[config.mk]
export PLATFORM = sky130hd
export DESIGN_NAME = llc_decode_scheduler
export DESIGN_NICKNAME = d
export VERILOG_FILES = /design/src/rtl/llc_decode_scheduler_pkg.sv /design/src/rtl/llc_starve_counter.sv /design/src/rtl/llc_decode_scheduler.sv
export SDC_FILE = /design/constraint.sdc
export NUM_CORES = 1
export LEC_CHECK = 0
export BUFFER_PORTS_ARGS = -buffer_cell sky130_fd_sc_hd__buf_2
export CELL_PAD_IN_SITES_DETAIL_PLACEMENT = 1
export CELL_PAD_IN_SITES_GLOBAL_PLACEMENT = 2
export CORE_MARGIN = 2
export CORE_UTILIZATION = 23
export DETAILED_ROUTE_END_ITERATION = 7
export PLACE_DENSITY_LB_ADDON = 0.1
export SYNTH_ARGS = -nofsm -noshare
export SYNTH_HDL_FRONTEND = slang
export SYNTH_SLANG_ARGS = --single-unit
[constraint.sdc]
create_clock -name clk -period 1.7 [get_ports clk]
set_input_delay 0.34 -clock clk [delete_from_list [all_inputs] [get_ports clk]]
set_output_delay 0.34 -clock clk [all_outputs]
set_load 0.01 [all_outputs]
[src/rtl/llc_decode_scheduler_pkg.sv]
// Shared types and constants for the LLC input-decode scheduler.
package llc_decode_scheduler_pkg;

    // Scheduler phases: wait for work, decode, set/tag read, wait for process stage.
    typedef enum logic [1:0] {
        S_IDLE    = 2'd0,
        S_DECODE  = 2'd1,
        S_RDSET   = 2'd2,
        S_PROCESS = 2'd3
    } llc_dec_sched_state_t;

    // Consecutive CPU-request wins over a waiting DMA request before CPU requests are masked.
    localparam int LLC_REQ_STARVE_LIMIT = 4;

endpackage

[src/rtl/llc_starve_counter.sv]
// Saturating streak counter with synchronous increment/clear and a limit-hit flag.
// The flag is taken straight from the count register, so it adds no extra delay.
module llc_starve_counter #(
    parameter int LIMIT = 4,
    parameter int W     = 3
) (
    input  logic clk,
    input  logic rst,
    input  logic inc,
    input  logic clr,
    output logic hit
);

    localparam logic [W-1:0] LIMIT_W = W'(LIMIT);
    localparam logic [W-1:0] ONE_W   = W'(1);

    logic [W-1:0] count_r;
    logic [W-1:0] count_next_s;

    // Next count: clear has priority, increment saturates at LIMIT, otherwise hold.
    always_comb begin
        count_next_s = count_r;
        if (clr) begin
            count_next_s = {W{1'b0}};
        end else if (inc && (count_r != LIMIT_W)) begin
            count_next_s = count_r + ONE_W;
        end else begin
            count_next_s = count_r;
        end
    end

    // Count register, cleared by the asynchronous active-low reset.
    always_ff @(posedge clk or negedge rst) begin
        if (!rst) begin
            count_r <= {W{1'b0}};
        end else begin
            count_r <= count_next_s;
        end
    end

    assign hit = (count_r == LIMIT_W);

endmodule

[src/rtl/llc_decode_scheduler.sv]
// LLC input-decode scheduler: sequences decode_en / rd_set_en, holds the
// pipeline until the process stage finishes, gates the raw channel valids to
// the decode cycle, and masks CPU requests once they have starved DMA long enough.
module llc_decode_scheduler
    import llc_decode_scheduler_pkg::*;
#(
    parameter int STARVE_LIMIT = LLC_REQ_STARVE_LIMIT,
    parameter int CNT_W        = $clog2(STARVE_LIMIT + 1)
) (
    input  logic clk,
    input  logic rst,
    input  logic llc_rst_tb_valid_in,
    input  logic llc_rsp_in_valid_in,
    input  logic llc_req_in_valid_in,
    input  logic llc_dma_req_in_valid_in,
    input  logic recall_pending,
    input  logic rst_stall,
    input  logic flush_stall,
    input  logic req_stall,
    input  logic decoder_idle,
    input  logic process_done,
    output logic decode_en,
    output logic rd_set_en,
    output logic llc_rst_tb_valid_int,
    output logic llc_rsp_in_valid_int,
    output logic llc_req_in_valid_int,
    output logic llc_dma_req_in_valid_int,
    output logic busy,
    output logic starve_active
);

    llc_dec_sched_state_t state_r;
    llc_dec_sched_state_t state_next_s;

    logic work_pending_s;
    logic hi_pri_s;
    logic streak_eval_s;
    logic streak_inc_s;
    logic streak_clr_s;

    assign work_pending_s = llc_rst_tb_valid_in | llc_rsp_in_valid_in | llc_req_in_valid_in
                          | llc_dma_req_in_valid_in | recall_pending | rst_stall | flush_stall;

    assign hi_pri_s = recall_pending | rst_stall | flush_stall
                    | llc_rst_tb_valid_in | llc_rsp_in_valid_in;

    // State register; reset aborts any transaction in flight.
    always_ff @(posedge clk or negedge rst) begin
        if (!rst) begin
            state_r <= S_IDLE;
        end else begin
            state_r <= state_next_s;
        end
    end

    // Next-state logic plus the decode-cycle enables and gated valids.
    always_comb begin
        state_next_s             = state_r;
        decode_en                = 1'b0;
        rd_set_en                = 1'b0;
        llc_rst_tb_valid_int     = 1'b0;
        llc_rsp_in_valid_int     = 1'b0;
        llc_req_in_valid_int     = 1'b0;
        llc_dma_req_in_valid_int = 1'b0;
        case (state_r)
            S_IDLE: begin
                if (work_pending_s) begin
                    state_next_s = S_DECODE;
                end else begin
                    state_next_s = S_IDLE;
                end
            end
            S_DECODE: begin
                decode_en                = 1'b1;
                llc_rst_tb_valid_int     = llc_rst_tb_valid_in;
                llc_rsp_in_valid_int     = llc_rsp_in_valid_in;
                llc_req_in_valid_int     = llc_req_in_valid_in & ~starve_active;
                llc_dma_req_in_valid_int = llc_dma_req_in_valid_in;
                state_next_s             = S_RDSET;
            end
            S_RDSET: begin
                // An idle decode means nothing was picked; skip the process stage.
                if (decoder_idle) begin
                    state_next_s = S_IDLE;
                end else begin
                    rd_set_en    = 1'b1;
                    state_next_s = S_PROCESS;
                end
            end
            S_PROCESS: begin
                if (process_done) begin
                    if (work_pending_s) begin
                        state_next_s = S_DECODE;
                    end else begin
                        state_next_s = S_IDLE;
                    end
                end else begin
                    state_next_s = S_PROCESS;
                end
            end
            default: begin
                state_next_s = S_IDLE;
            end
        endcase
    end

    assign busy = (state_r != S_IDLE);

    // The streak only moves on a decode with no high-priority work and no stalled
    // request replay; any of those make the arbitration outcome irrelevant to DMA fairness.
    assign streak_eval_s = (state_r == S_DECODE) & ~hi_pri_s & ~req_stall;
    assign streak_inc_s  = streak_eval_s & llc_req_in_valid_int & llc_dma_req_in_valid_in;
    assign streak_clr_s  = streak_eval_s & (~llc_dma_req_in_valid_in
                                            | (starve_active & llc_dma_req_in_valid_in));

    llc_starve_counter #(
        .LIMIT (STARVE_LIMIT),
        .W     (CNT_W)
    ) u_starve_counter (
        .clk (clk),
        .rst (rst),
        .inc (streak_inc_s),
        .clr (streak_clr_s),
        .hit (starve_active)
    );

endmodule

== After elaboration in Yosys (flattened, before gate mapping) ==
Index checks and enable logic that the tools add are counted.
W data, S select, Z words.

* $add $sub $neg: 1
* Reductions and logical operators: 4
* Equal/unequal tests: 5
* Bitwise logic cells: 22
* Mux-type cells: 13

{| class="wikitable"
|+ Operators with widths
! cell !! number
|-
| $or A1 B1 Y1 || 11
|-
| $mux W1 || 8
|-
| $pmux W2 S4 || 1
|-
| $and A1 B1 Y1 || 7
|-
| $mux W3 || 2
|-
| $eq A2 B2 Y1 const B || 2
|-
| $mux W2 || 2
|-
| $not A1 Y1 || 4
|-
| $reduce_bool A2 Y1 || 2
|-
| $add A3 B1 Y3 const B || 1
|-
| $eq A3 B3 Y1 const B || 1
|-
| $ne A3 B3 Y1 const B || 1
|-
| $eq A2 B1 Y1 const B || 1
|-
| $logic_not A2 Y1 || 1
|-
| $logic_and A1 B1 Y1 || 1
|}

* Register bits after elaboration: 5
* Input bits: 12
* Output and inout port bits: 8
* Logic and storage cells: 47

== Longest topological paths before layout ==
Gate-level depths: netlist of the first run.

* Depth after elaboration: 12
* Mapped depth: 5

== Hierarchy ==
Synthesis of the first run repeated with hierarchy kept, for this count alone.

* Cells, all modules: 42
* Area total of the unflattened synthesis: 404.1 um^2

{| class="wikitable"
|+ By module, submodules not included
! module !! times used !! area an instance (um^2) !! cells each !! sequential area each (um^2)
|-
| llc_decode_scheduler || 1 || 206.4 || 24 || 50.0
|-
| llc_starve_counter || 1 || 197.7 || 18 || 75.1
|}

== Least setup slack after synthesis of the first run ==
Ideal clock, no wire load.

* Path type: flip-flop to flip-flop
* Start point: reg u_starve_counter.count_r[0]
* End point: reg u_starve_counter.count_r[0]
* Path slack: 239 ps
* Arrival: 1336 ps
* Buffers on the path: 0
* Period minus slack after synthesis: 1461 ps
* Library setup time: 125 ps
* Cell stages (with the launch flop): 6
* Required time: 1575 ps
* Cells stage by stage: dfrtp_1 inv_1 ha_1 a21bo_1 o2111ai_2 mux2_4

* Cells in the longest elaborated chain, start to end: 8
* Elaborated cells between the ends (all ways): 15
* Those cells by class: 1 x add/sub; 2 x eq/ne; 3 x mux; 7 x bitwise; 2 x reduce/logical

{| class="wikitable"
|+ RTL lines
! what !! RTL line !! source
|-
| start: declaration || llc_starve_counter.sv:17 || <nowiki>logic [W-1:0] count_r;</nowiki>
|-
| start signal: assignment || llc_starve_counter.sv:35 || <nowiki>count_r <= {W{1'b0}};</nowiki>
|-
| start signal: assignment || llc_starve_counter.sv:37 || <nowiki>count_r <= count_next_s;</nowiki>
|-
| $eq A3 B3 Y1 || llc_starve_counter.sv:41 || <nowiki>assign hit = (count_r == LIMIT_W);</nowiki>
|-
| $not A1 Y1 || llc_decode_scheduler.sv:77 || <nowiki>llc_req_in_valid_int = llc_req_in_valid_in & ~starve_active;</nowiki>
|-
| $and A1 B1 Y1 || llc_decode_scheduler.sv:77 ||
|-
| $mux W1 || llc_decode_scheduler.sv:65 || <nowiki>case (state_r)</nowiki>
|-
| $and A1 B1 Y1 (2 in series) || llc_decode_scheduler.sv:112 || <nowiki>assign streak_inc_s = streak_eval_s & llc_req_in_valid_int & llc_dma_req_in_valid_in;</nowiki>
|-
| $logic_and A1 B1 Y1 || llc_starve_counter.sv:25 || <nowiki>end else if (inc && (count_r != LIMIT_W)) begin</nowiki>
|-
| $reduce_bool A2 Y1 (no source line) || -- ||
|}

Parallel ways exist; a longest one is shown, timed or not. The select of a mux whose other input is x is not followed.
A chain may end at the register's enable or synchronous reset.

== Final worst setup path of the first run ==
* Start point: reg u_starve_counter.count_r[0]
* End point: out llc_req_in_valid_int

* Cells in the longest elaborated chain, start to end: 4

{| class="wikitable"
|+ RTL lines
! what !! RTL line !! source
|-
| $eq A3 B3 Y1 || llc_starve_counter.sv:41 ||
|-
| $not A1 Y1 || llc_decode_scheduler.sv:77 ||
|-
| $and A1 B1 Y1 || llc_decode_scheduler.sv:77 ||
|-
| $mux W1 || llc_decode_scheduler.sv:65 ||
|-
| end: declaration || llc_decode_scheduler.sv:26 || <nowiki>output logic llc_req_in_valid_int,</nowiki>
|}

Every way passes these cells.

==> results of run 1 <==
[Yosys cell counts (all sizes together)]
cell type  count  share of area (%)
mux2i          2                5.0
a21oi          1                1.3
o311a          1                2.5
a21o           1                1.9
dfrtp          5                 31
nor3b          1                1.9
o211a          1                2.5
mux2           1                3.8
and2           4                6.3
ha             2                6.3
nand3b         2                3.8
nor2           3                2.8
or2            1                1.6
nor4           2                6.9
nor3           1                1.3
inv            3                2.8
nand2          2                1.9
nor4b          1                2.2
and2b          1                1.9
nand4          2                3.1
a21bo          1                2.5
and4b          1                2.5
o2111ai        1                3.8
[cell type report]
| cell class | instances | share of cell area (%) |
|---|---|---|
| Tap cell | 17 | 3.79 |
| Inverter | 3 | 2.00 |
| Clock buffer | 4 | 4.68 |
| Timing Repair Buffer | 21 | 20.0 |
| Multi-Input combinational cell | 32 | 47.2 |
| Sequential cell | 5 | 22.3 |
[power breakdown]
| part | switching (mW) | leakage [nW] | internal [mW] |
|---|---|---|---|
| Sequential | 0.0510 | 0.0595 | 0.154 |
| Combinational | 0.136 | 0.222 | 0.149 |
| Clock | 0.0398 | 0.0150 | 0.0882 |
| Total | 0.227 | 0.296 | 0.391 |
[kinds of logic (layout without fill, tap and decap cells)]
kind of cell	count (synthesis)	in the layout	synth area share, %
adder cells (fa/ha/maj)	2	2	6.29
flip-flops	5	5	31.4
buffers and inverters	3	28	2.83
AO/OA/AOI/OAI	6	6	14.5
multiplexers	3	3	8.80
AND/OR/NAND/NOR	21	21	36.2
[state kept, by name, indices dropped and copies added, names as in the netlist]
| register | count |
|---|---|
| u_starve_counter.count_r | 3 |
| state_r | 2 |
[what timing repair did]
| action | 4_1_cts | 5_1_grt |
|---|---|---|
| endpoints found under the setup margin | 0 | 4 |
| setup buffers | 0 | 1 |
| gates resized for setup | 0 | 2 |
| endpoints found under the hold margin | 5 | 0 |
| hold buffers | 1 | 0 |
[metal layers]
| metal | GRT usage [%] | up-vias | share of wire, % |
|---|---|---|---|
| met5 | 0 | - | 0 |
| met4 | 3.53 | 0 | 0 |
| met3 | 0.397 | 0 | 6.9 |
| met2 | 16.6 | 11 | 44 |
| met1 | 14.5 | 171 | 49 |
| li1 | - | 199 | - |
[final timing paths]
check,end,cells after the start
worst min-delay path,state_r[1],3
worst max register to register,u_starve_counter.count_r[0],5
max in group asynchronous,state_r[0],2
worst min register to register,u_starve_counter.count_r[2],1
worst max-delay path,llc_req_in_valid_int,5
min in group asynchronous,u_starve_counter.count_r[1],2
[cells in the final DEF, fill, tap and decap left out, drive strengths merged]
master,count
a21bo,1
a21o,1
a21oi,1
and2,4
and2b,1
and4b,1
buf,20
clkbuf,4
dfrtp,5
dlygate4sd3,1
ha,2
inv,3
mux2,1
mux2i,2
nand2,2
nand3b,2
nand4,2
nor2,3
nor3,1
nor3b,1
nor4,2
nor4b,1
o2111ai,1
o211a,1
o311a,1
or2,1
[worst reg2reg max path: stages, from the launching register on]
cell and delay, ns:
dfrtp_1 0.37, inv_1 0.06, ha_1 0.23, a21bo_1 0.23, o2111ai_2 0.23, mux2_4 0.33
[through the flow]
stage | setup WS [ns] | hold slack, ns
2_1_floorplan | 0.239 | 0.0444
3_3_place_gp | 0.180 | 0.164
3_5_place_dp | 0.134 | 0.158
4_1_cts | 0.0250 | 0.411
5_1_grt | 0.00943 | 0.428
6_report | 0.0845 | 0.415
==> metrics.md, run 1 <==
| Metric | Value |
|---|---|
| Status | finished clean |
| Initial antenna violation count | 0 |
| Post-synthesis cell count | 40 |
| Slowest cell on the critical path | dfrtp_1 |
| DP Area | 514 um2 |
| Global route total overflow | 0 |
| Total number of vias | 381 |
| Die height | about 46 um |
| Final HPWL DP | just over 800 um |
| Final Hold Vio Count | 0 |
| Leak | 0.296 nW |
| CTS Buf Count | 3 |
| Post-layout util | 33.6% |
| Critical path type | flip-flop to primary output |
| Clk pin slew, worst setup/hold paths | ~0.04 ns |
| Final ANT Viol Nets | 0 |
| 1st-iter DRT viols | 4 |
| Peak per-stage delay on the critical path | 0.37 ns |
| RSZ-0062 raised after global routing | no |
| Worst-Skew Late Latency | 0.23 ns |
| Placer Congestion | 0.615 |
| Design Area, Final | about 560 um2 |
| Max Cap Viol | 0 |
| Register area share after synthesis | 31.4% |
| Multi-input logic area | 265 um2 |
| CP arrival | 1.28 ns |
| Syn nets | 54 |
| Yosys warns | 0 |
| Max-slew violation count | 0 |
| Area Growth Syn to Fin | 41.2% |
| HP Class | input pin to flip-flop |
| Reg area | approximately 130 um2 |
| Post-route minimum period | 1.62 ns |
| FP Rows | 15 |
| Crit start category | flip-flop |
| Finished Layout Cells | 82 |
| Layout cells sized above 1 | 44.6% |
| Final setup fails | 0 |
| Max frequency | 619 MHz |
| Post-DR wirelength/cell | 11.6 um |
| Worst Skew | 0.000909 ns |
| CTS Root Cell | clkbuf_4 |
| Die area | roughly 2100 um2 |
| Post-Route WL | 948 um |
| Final Cycle Share | between 90% and 100% |
| R2R Setup Slk | 0.14 ns |
| GR Util All Layers | 10.3% |
| First-pass GRT wire length | 1570 um |
| Sum Neg Setup Slack | 0 ns |
| Hold Startpoint | process_done |
| Crit-path cells | inv_1, ha_1, and2_4, nor2_1, buf_2 |
| Die W | approximately 46 um |
| Slew @ Worst Pin | 0.419 ns |
| Top-level port count | 20 |
| Synth Cell Area | around 400 um2 |
| Launch point of the worst path | u_starve_counter.count_r[0] |
| CTS tree | built |
| Placed insts | 76 |
| Cell variety after synth | 24 |
| Clock sink total | 5 |
| Crit path max-delay family | flip-flops |
| WP buf/inv | 2 |
| Tot Pwr | 618 uW |
| Vias per cell | 4.65 |
| Starting Density | 23.8% |
| Worst Setup End Kind | primary output |
| Final Net Count | 80 |
| Post-route DRC | 0 |
| Pre-antenna DRT Iters | 4 |
| Longest Clk Path Bufs | 2 |
| Critical Path RT | 1.36 ns |
| Worst vdd ir | 0.460 mV |
| Largest net degree at the start of global routing | 10 |
| Relative slew slack | a little under three quarters |
| Mean area per synthesized cell | between 9 and 10 um2 |
| P per Cell Area | about 1100 nW/um2 |
| R2R Path Start | u_starve_counter.count_r[0] |
| N_diodes | 0 |
| Fill count | roughly 210 |
| Port Buf Inserts | 19 |
| Number of global-route vias before repair | 379 |
| Synth Register Bits | 5 |
| H-tree level count | 1 |
| Core area | 1670 um2 |
| Critical path peak fanout | 4 |
Power figures use the tool's default switching activity.
==> run 2, diff against run 1 <==
--- a/config.mk
+++ b/config.mk
@@ -6,10 +6,10 @@
 export NUM_CORES = 1
 export LEC_CHECK = 0
-export BUFFER_PORTS_ARGS = -buffer_cell sky130_fd_sc_hd__buf_2
 export CELL_PAD_IN_SITES_DETAIL_PLACEMENT = 1
 export CELL_PAD_IN_SITES_GLOBAL_PLACEMENT = 2
 export CORE_MARGIN = 2
-export CORE_UTILIZATION = 23
+export CORE_UTILIZATION = 30
 export DETAILED_ROUTE_END_ITERATION = 7
+export DONT_BUFFER_PORTS = 1
 export PLACE_DENSITY_LB_ADDON = 0.1
 export SYNTH_ARGS = -nofsm -noshare
==> constraint.sdc (replaced) <==
create_clock -name clk -period 1.7 [get_ports clk]
set_input_delay 0 -clock clk [delete_from_list [all_inputs] [get_ports clk]]
set_output_delay 0 -clock clk [all_outputs]
set_load 0.01 [all_outputs]
==> run 2 against run 1 <==
Global-route usage increased by 2.8 points; worst hold slack got worse by 0.40 ns; clock power about the same; combinational power decreased by 19%; non-clock buffer count decreased by 14; sequential power about the same; first-iteration DRC count increased by 50%; critical path depth unchanged; critical path type is now flip-flop to flip-flop; critical endpoint is now u_starve_counter.count_r[0]; largest cell class unchanged.
==> metrics.md, run 2 (synthesis gave the netlist of run 1 again) <==
| Metric | Value |
|---|---|
| Status | finished clean |
| HP Class | input pin to flip-flop |
| 1st-iter DRT viols | 6 |
| Max-slew violation count | 0 |
| Relative slew slack | 64.4% |
| Clock network power share | 23.0% |
| Final Net Count | 66 |
| Critical path type | flip-flop to flip-flop |
| Longest Clk Path Bufs | 2 |
| N_diodes | 0 |
| Pre-antenna DRT Iters | 3 |
| Placer Congestion | 0.671 |
| Commonest non-fill, non-tap cell in the layout | dlygate4sd3_1 |
| Initial antenna violation count | 0 |
| P_sw | 205 uW |
| Layout cells sized above 1 | 15.7% |
| Total number of vias | 346 |
| Max FFs per register | 3 |
| Post-layout util | 40.2% |
| GR Util All Layers | roughly an eighth |
| Pint | 361 uW |
| Comb power frac | roughly two fifths |
| Starting Density | 31.4% |
| Worst Setup End Kind | flip-flop |
| Critical Path RT | 1.82 ns |
| Core area | 1270 um2 |
| Crit start category | flip-flop |
| DP Area | 424 um2 |
| FP Rows | 13 |
| Top-level port count | 20 |
| Vias per cell | 5.24 |
| Final HPWL DP | just under 800 um |
| Sw Ratio | roughly 36% |
| Worst-Skew Late Latency | 0.23 ns |
| H-tree level count | 1 |
| Global route total overflow | 0 |
| Biggest register | u_starve_counter.count_r |
| CTS Root Cell | clkbuf_4 |
| Post-route minimum period | 1.54 ns |
| Most frequent cells in the layout | dlygate4sd3_1, dfrtp_1, and2_1 |
| Biggest regs | u_starve_counter.count_r (3), state_r (2) |
| Crit-path cells | inv_1, ha_1, a21bo_1, o2111ai_2, mux2_4 |
| Slowest cell on the critical path | dfrtp_1 |
| CP arrival | 1.66 ns |
| Worst Skew | roughly 0.0014 ns |
| Post-DR wirelength/cell | 14.0 um |
| Hold slack | 0.0132 ns |
| Flop pwr share | a little over a third |
| First-pass GRT wire length | 1410 um |
| Post-route DRC | 0 |
| Post-Route WL | 927 um |
| Die height | around 40 um |
| CTS Buf Count | 3 |
| Final Cycle Share | just over 90% |
| Design Area, Final | 510 um2 |
| P per Cell Area | 1110 nW/um2 |
| Sum Neg Setup Slack | 0 ns |
| Final ANT Viol Nets | 0 |
| Max Cap Viol | 0 |
| Critical path peak fanout | 4 |
| Post-CTS sizing | 0 |
| Area Growth Syn to Fin | 28.3% |
| Number of global-route vias before repair | 363 |
| Final Hold Vio Count | 0 |
| Peak per-stage delay on the critical path | 0.38 ns |
| Clk pin slew, worst setup/hold paths | 0.04 ns |
| RSZ-0062 raised after global routing | no |
| Die W | between 40 and 50 um |
| Worst vdd ir | 0.474 mV |
| CTS tree | built |
| Final setup fails | 0 |
| Max frequency | 648 MHz |
| Leak | 0.236 nW |
| Port Buf Inserts | 0 |
| Slew @ Worst Pin | 0.526 ns |
| Largest net degree at the start of global routing | 10 |
| Die area | around 1600 um2 |
| Clock sink total | 5 |
-- run 2: path summary, 6_finish.rpt --
| kind | slack [ns] | to | depth (start not counted) | startpoint |
|---|---|---|---|---|
| worst max-delay path | 0.16 | u_starve_counter.count_r[0] | 5 | u_starve_counter.count_r[0] |
| worst min-delay path | 0.01 | u_starve_counter.count_r[2] | 3 | flush_stall |
| worst max register to register | 0.16 | u_starve_counter.count_r[0] | 5 | u_starve_counter.count_r[0] |
| worst min register to register | 0.51 | u_starve_counter.count_r[2] | 1 | u_starve_counter.count_r[2] |
| max in group asynchronous | 1.46 | state_r[0] | 1 | rst |
| min in group asynchronous | 0.05 | u_starve_counter.count_r[0] | 1 | rst |
-- run 2: power by group through the flow --
stage / sequential, mW / combinational (mW) / clock [mW]
floorplan: 0.193 / 0.176 / 0
global placement: 0.204 / 0.221 / 0
detailed placement: 0.206 / 0.223 / 0
CTS: 0.204 / 0.238 / 0.137
global route: 0.211 / 0.261 / 0.145
finish: 0.203 / 0.232 / 0.130
-- run 2: layer usage --
layer,part of all wire (%),wire [um],global-route usage [%]
met5,0,0,0
met4,0,0,2.50
met3,6.4,59,5.56
met2,50,467,23.0
met1,43,401,14.4
-- run 2: final cells by class --
class,instances,area (um2)
inverter,3,11.3
multi-input combinational,32,262
tap,15,18.8
fill,153,758
timing repair buffer,7,67.6
clock buffer,4,26.3
sequential,5,125
-- run 2: worst max-delay path: cells and delay by family (launching register included) --
family                   cells  cell delay [ns]
buffers and inverters        1             0.06
AO/OA/AOI/OAI                2             0.44
flip-flops                   1             0.38
adder cells (fa/ha/maj)      1             0.22
multiplexers                 1             0.32
-- run 2: through the flow --
stage | power, mW | setup WS (ns) | std cells
after global placement | 0.426 | 0.190 | 56
after detailed placement | 0.429 | 0.149 | 56
after floorplan | 0.368 | 0.239 | 40
final | 0.566 | 0.157 | 66
after global routing | 0.617 | 0.0266 | 66
after CTS | 0.579 | 0.141 | 66
-- run 2: repair_timing --
| action | in CTS | in global routing |
|---|---|---|
| setup buffers | 0 | 0 |
| hold buffers | 6 | 0 |
| endpoints found under the hold margin | 9 | 0 |
==> run 3, diff against run 2 <==
PLACE_DENSITY = 0.75   (was default)
PLACE_DENSITY_LB_ADDON = default   (was 0.1)
==> run 3 against run 2 <==
Worst hold slack worse by 0.013 ns; die area unchanged; maximum frequency down 1.7%; final cell count down 3.0%; combinational power about the same; global-route usage up 3.8 points; sequential cell count unchanged; critical path type unchanged; highest routed layer is now met4.
==> metrics.md, run 3 (synthesis gave the netlist of run 1 again) <==
| Metric | Value |
|---|---|
| Top Layer Used | met4 |
| Most frequent cells in the layout | dfrtp_1, and2_1, dlygate4sd3_1 |
| R2R Path Start | u_starve_counter.count_r[0] |
| Leak | 0.226 nW |
| P per Cell Area | between 1000 and 1500 nW/um2 |
| Post-route minimum period | 1.57 ns |
| Starting Density | 31.4% |
| Worst setup margin | approximately 0.13 ns |
| Initial antenna violation count | 0 |
| Final setup fails | 0 |
| FP Rows | 13 |
| Port Buf Inserts | 0 |
| Final Hold Vio Count | 0 |
| Slew @ Worst Pin | between 0.4 and 0.5 ns |
| Slowest cell on the critical path | dfrtp_1 |
| Post-DR wirelength/cell | 16.8 um |
| WL met3 | 72 um |
| Critical path peak fanout | 4 |
| Pre-antenna DRT Iters | 1 |
| Commonest non-fill, non-tap cell in the layout | dfrtp_1 |
| Post-Route WL | 1080 um |
| DP Area | about 420 um2 |
| Placer Congestion | 0.681 |
| P_sw | 219 uW |
| Biggest regs | u_starve_counter.count_r (3), state_r (2) |
| Die W | ~40 um |
| Worst-Skew Late Latency | 0.23 ns |
| Final ANT Viol Nets | 0 |
| Hold slack | between 0.0001 and 0.00015 ns |
| HP Class | input pin to flip-flop |
| First-pass GRT wire length | 1800 um |
| Launch point of the worst path | u_starve_counter.count_r[0] |
| Metal2 WL | 561 um |
| Fill count | between 150 and 200 |
| Post-route DRC | 0 |
| Crit start category | flip-flop |
| Status | finished clean |
| Crit path max-delay family | compound AO/OA/AOI/OAI gates |
| Comb power frac | 40.6% |
| CTS Buf Count | 3 |
| H-tree level count | 1 |
| Max Cap Viol | 0 |
| Crit-path cells | inv_1, ha_1, a21bo_1, o2111ai_2, mux2_4 |
| CTS Root Cell | clkbuf_4 |
| Relative slew slack | 69.4% |
| Peak per-stage delay on the critical path | 0.39 ns |
| Worst vdd ir | 0.599 mV |
| Post-CTS sizing | 0 |
| Final HPWL DP | 927 um |
| Critical Path RT | 1.81 ns |
| Number of global-route vias before repair | between 400 and 500 |
| Sw Ratio | between 30% and 40% |
| Total number of vias | roughly 350 |
| Area Growth Syn to Fin | 23.3% |
| Final Net Count | 64 |
| Final Cycle Share | 92.4% |
| Max frequency | 637 MHz |
| Max-slew violation count | 0 |
| Vias per cell | 5.39 |
| Core area | between 1000 and 1500 um2 |
| Biggest register | u_starve_counter.count_r |
| CTS tree | built |
| Die height | 40.4 um |
| Layout cells sized above 1 | between 10% and 20% |
| Critical Path Stages | 5 |
| GR Util All Layers | 16.8% |
| Sum Neg Setup Slack | 0 ns |
| WP buf/inv | 1 |
| Die area | 1630 um2 |
| Longest Clk Path Bufs | 2 |
| Hold Startpoint | process_done |
| Max FFs per register | 3 |
| Hold Path Depth | 2 |
| Worst Skew | approximately 0.0034 ns |
| Design Area, Final | slightly below 500 um2 |
| Pint | about 360 uW |
| Pre-CTS setup slack | 0.123 ns |
| Clock sink total | 5 |
| Flop pwr share | 36.6% |
| Worst Setup End Kind | flip-flop |
| R2R cell count | 5 |
| Critical path type | flip-flop to flip-flop |
| Top-level port count | 20 |
| 1st-iter DRT viols | 0 |
| Clk pin slew, worst setup/hold paths | 0.04 ns |
| WL met1 | 433 um |
| Clock network power share | 22.8% |
| RSZ-0062 raised after global routing | no |
| Tot Pwr | between 500 and 600 uW |
| N_diodes | 0 |
| Largest net degree at the start of global routing | 10 |
| Global route total overflow | 0 |
| CP arrival | about 1.7 ns |
[run 3: cell types whose count changed in the layout (fill, tap and decap cells not counted)]
cell,before,now
dlygate4sd3_1,6,4
[run 3: final cells by class]
cell class | count | area [um2] | area share (%)
Multi-Input combinational cell | 32 | 262 | 53.3
Sequential cell | 5 | 125 | 25.5
Timing Repair Buffer | 5 | 47.5 | 9.69
Clock buffer | 4 | 26.3 | 5.36
Tap cell | 15 | 18.8 | 3.83
Inverter | 3 | 11.3 | 2.30
[run 3: final timing paths]
path | end | slack [ns]
setup / recovery | u_starve_counter.count_r[0] | 0.13
hold / removal | state_r[0] | 0.0001
setup reg to reg | u_starve_counter.count_r[0] | 0.13
hold reg to reg | u_starve_counter.count_r[2] | 0.51
max in group asynchronous | u_starve_counter.count_r[0] | 1.44
min in group asynchronous | state_r[1] | 0.06
[run 3: power groups by stage]
stage / Sequential, mW / Clock [mW] / Combinational (mW)
3_3_place_gp: 0.203 / 0 / 0.218
2_1_floorplan: 0.193 / 0 / 0.176
3_5_place_dp: 0.209 / 0 / 0.231
6_report: 0.212 / 0.132 / 0.235
5_1_grt: 0.221 / 0.150 / 0.260
4_1_cts: 0.207 / 0.137 / 0.243
[run 3: through the flow]
stage          utilization (%)  std cells
6_report                  38.7         64
5_1_grt                   38.7         64
4_1_cts                   38.7         64
3_5_place_dp              33.4         56
3_3_place_gp              33.4         56
2_1_floorplan                -         40
[run 3: timing repair]
item	in CTS	in global routing
hold endpoints to repair	8	0
setup buffers	0	0
hold buffers	4	0
[run 3: per-layer routing]
layer,global-route usage (%),up-vias
met2,31.0,12
met4,7.50,0
met3,1.67,2
met5,0,-
met1,19.1,165
li1,-,166
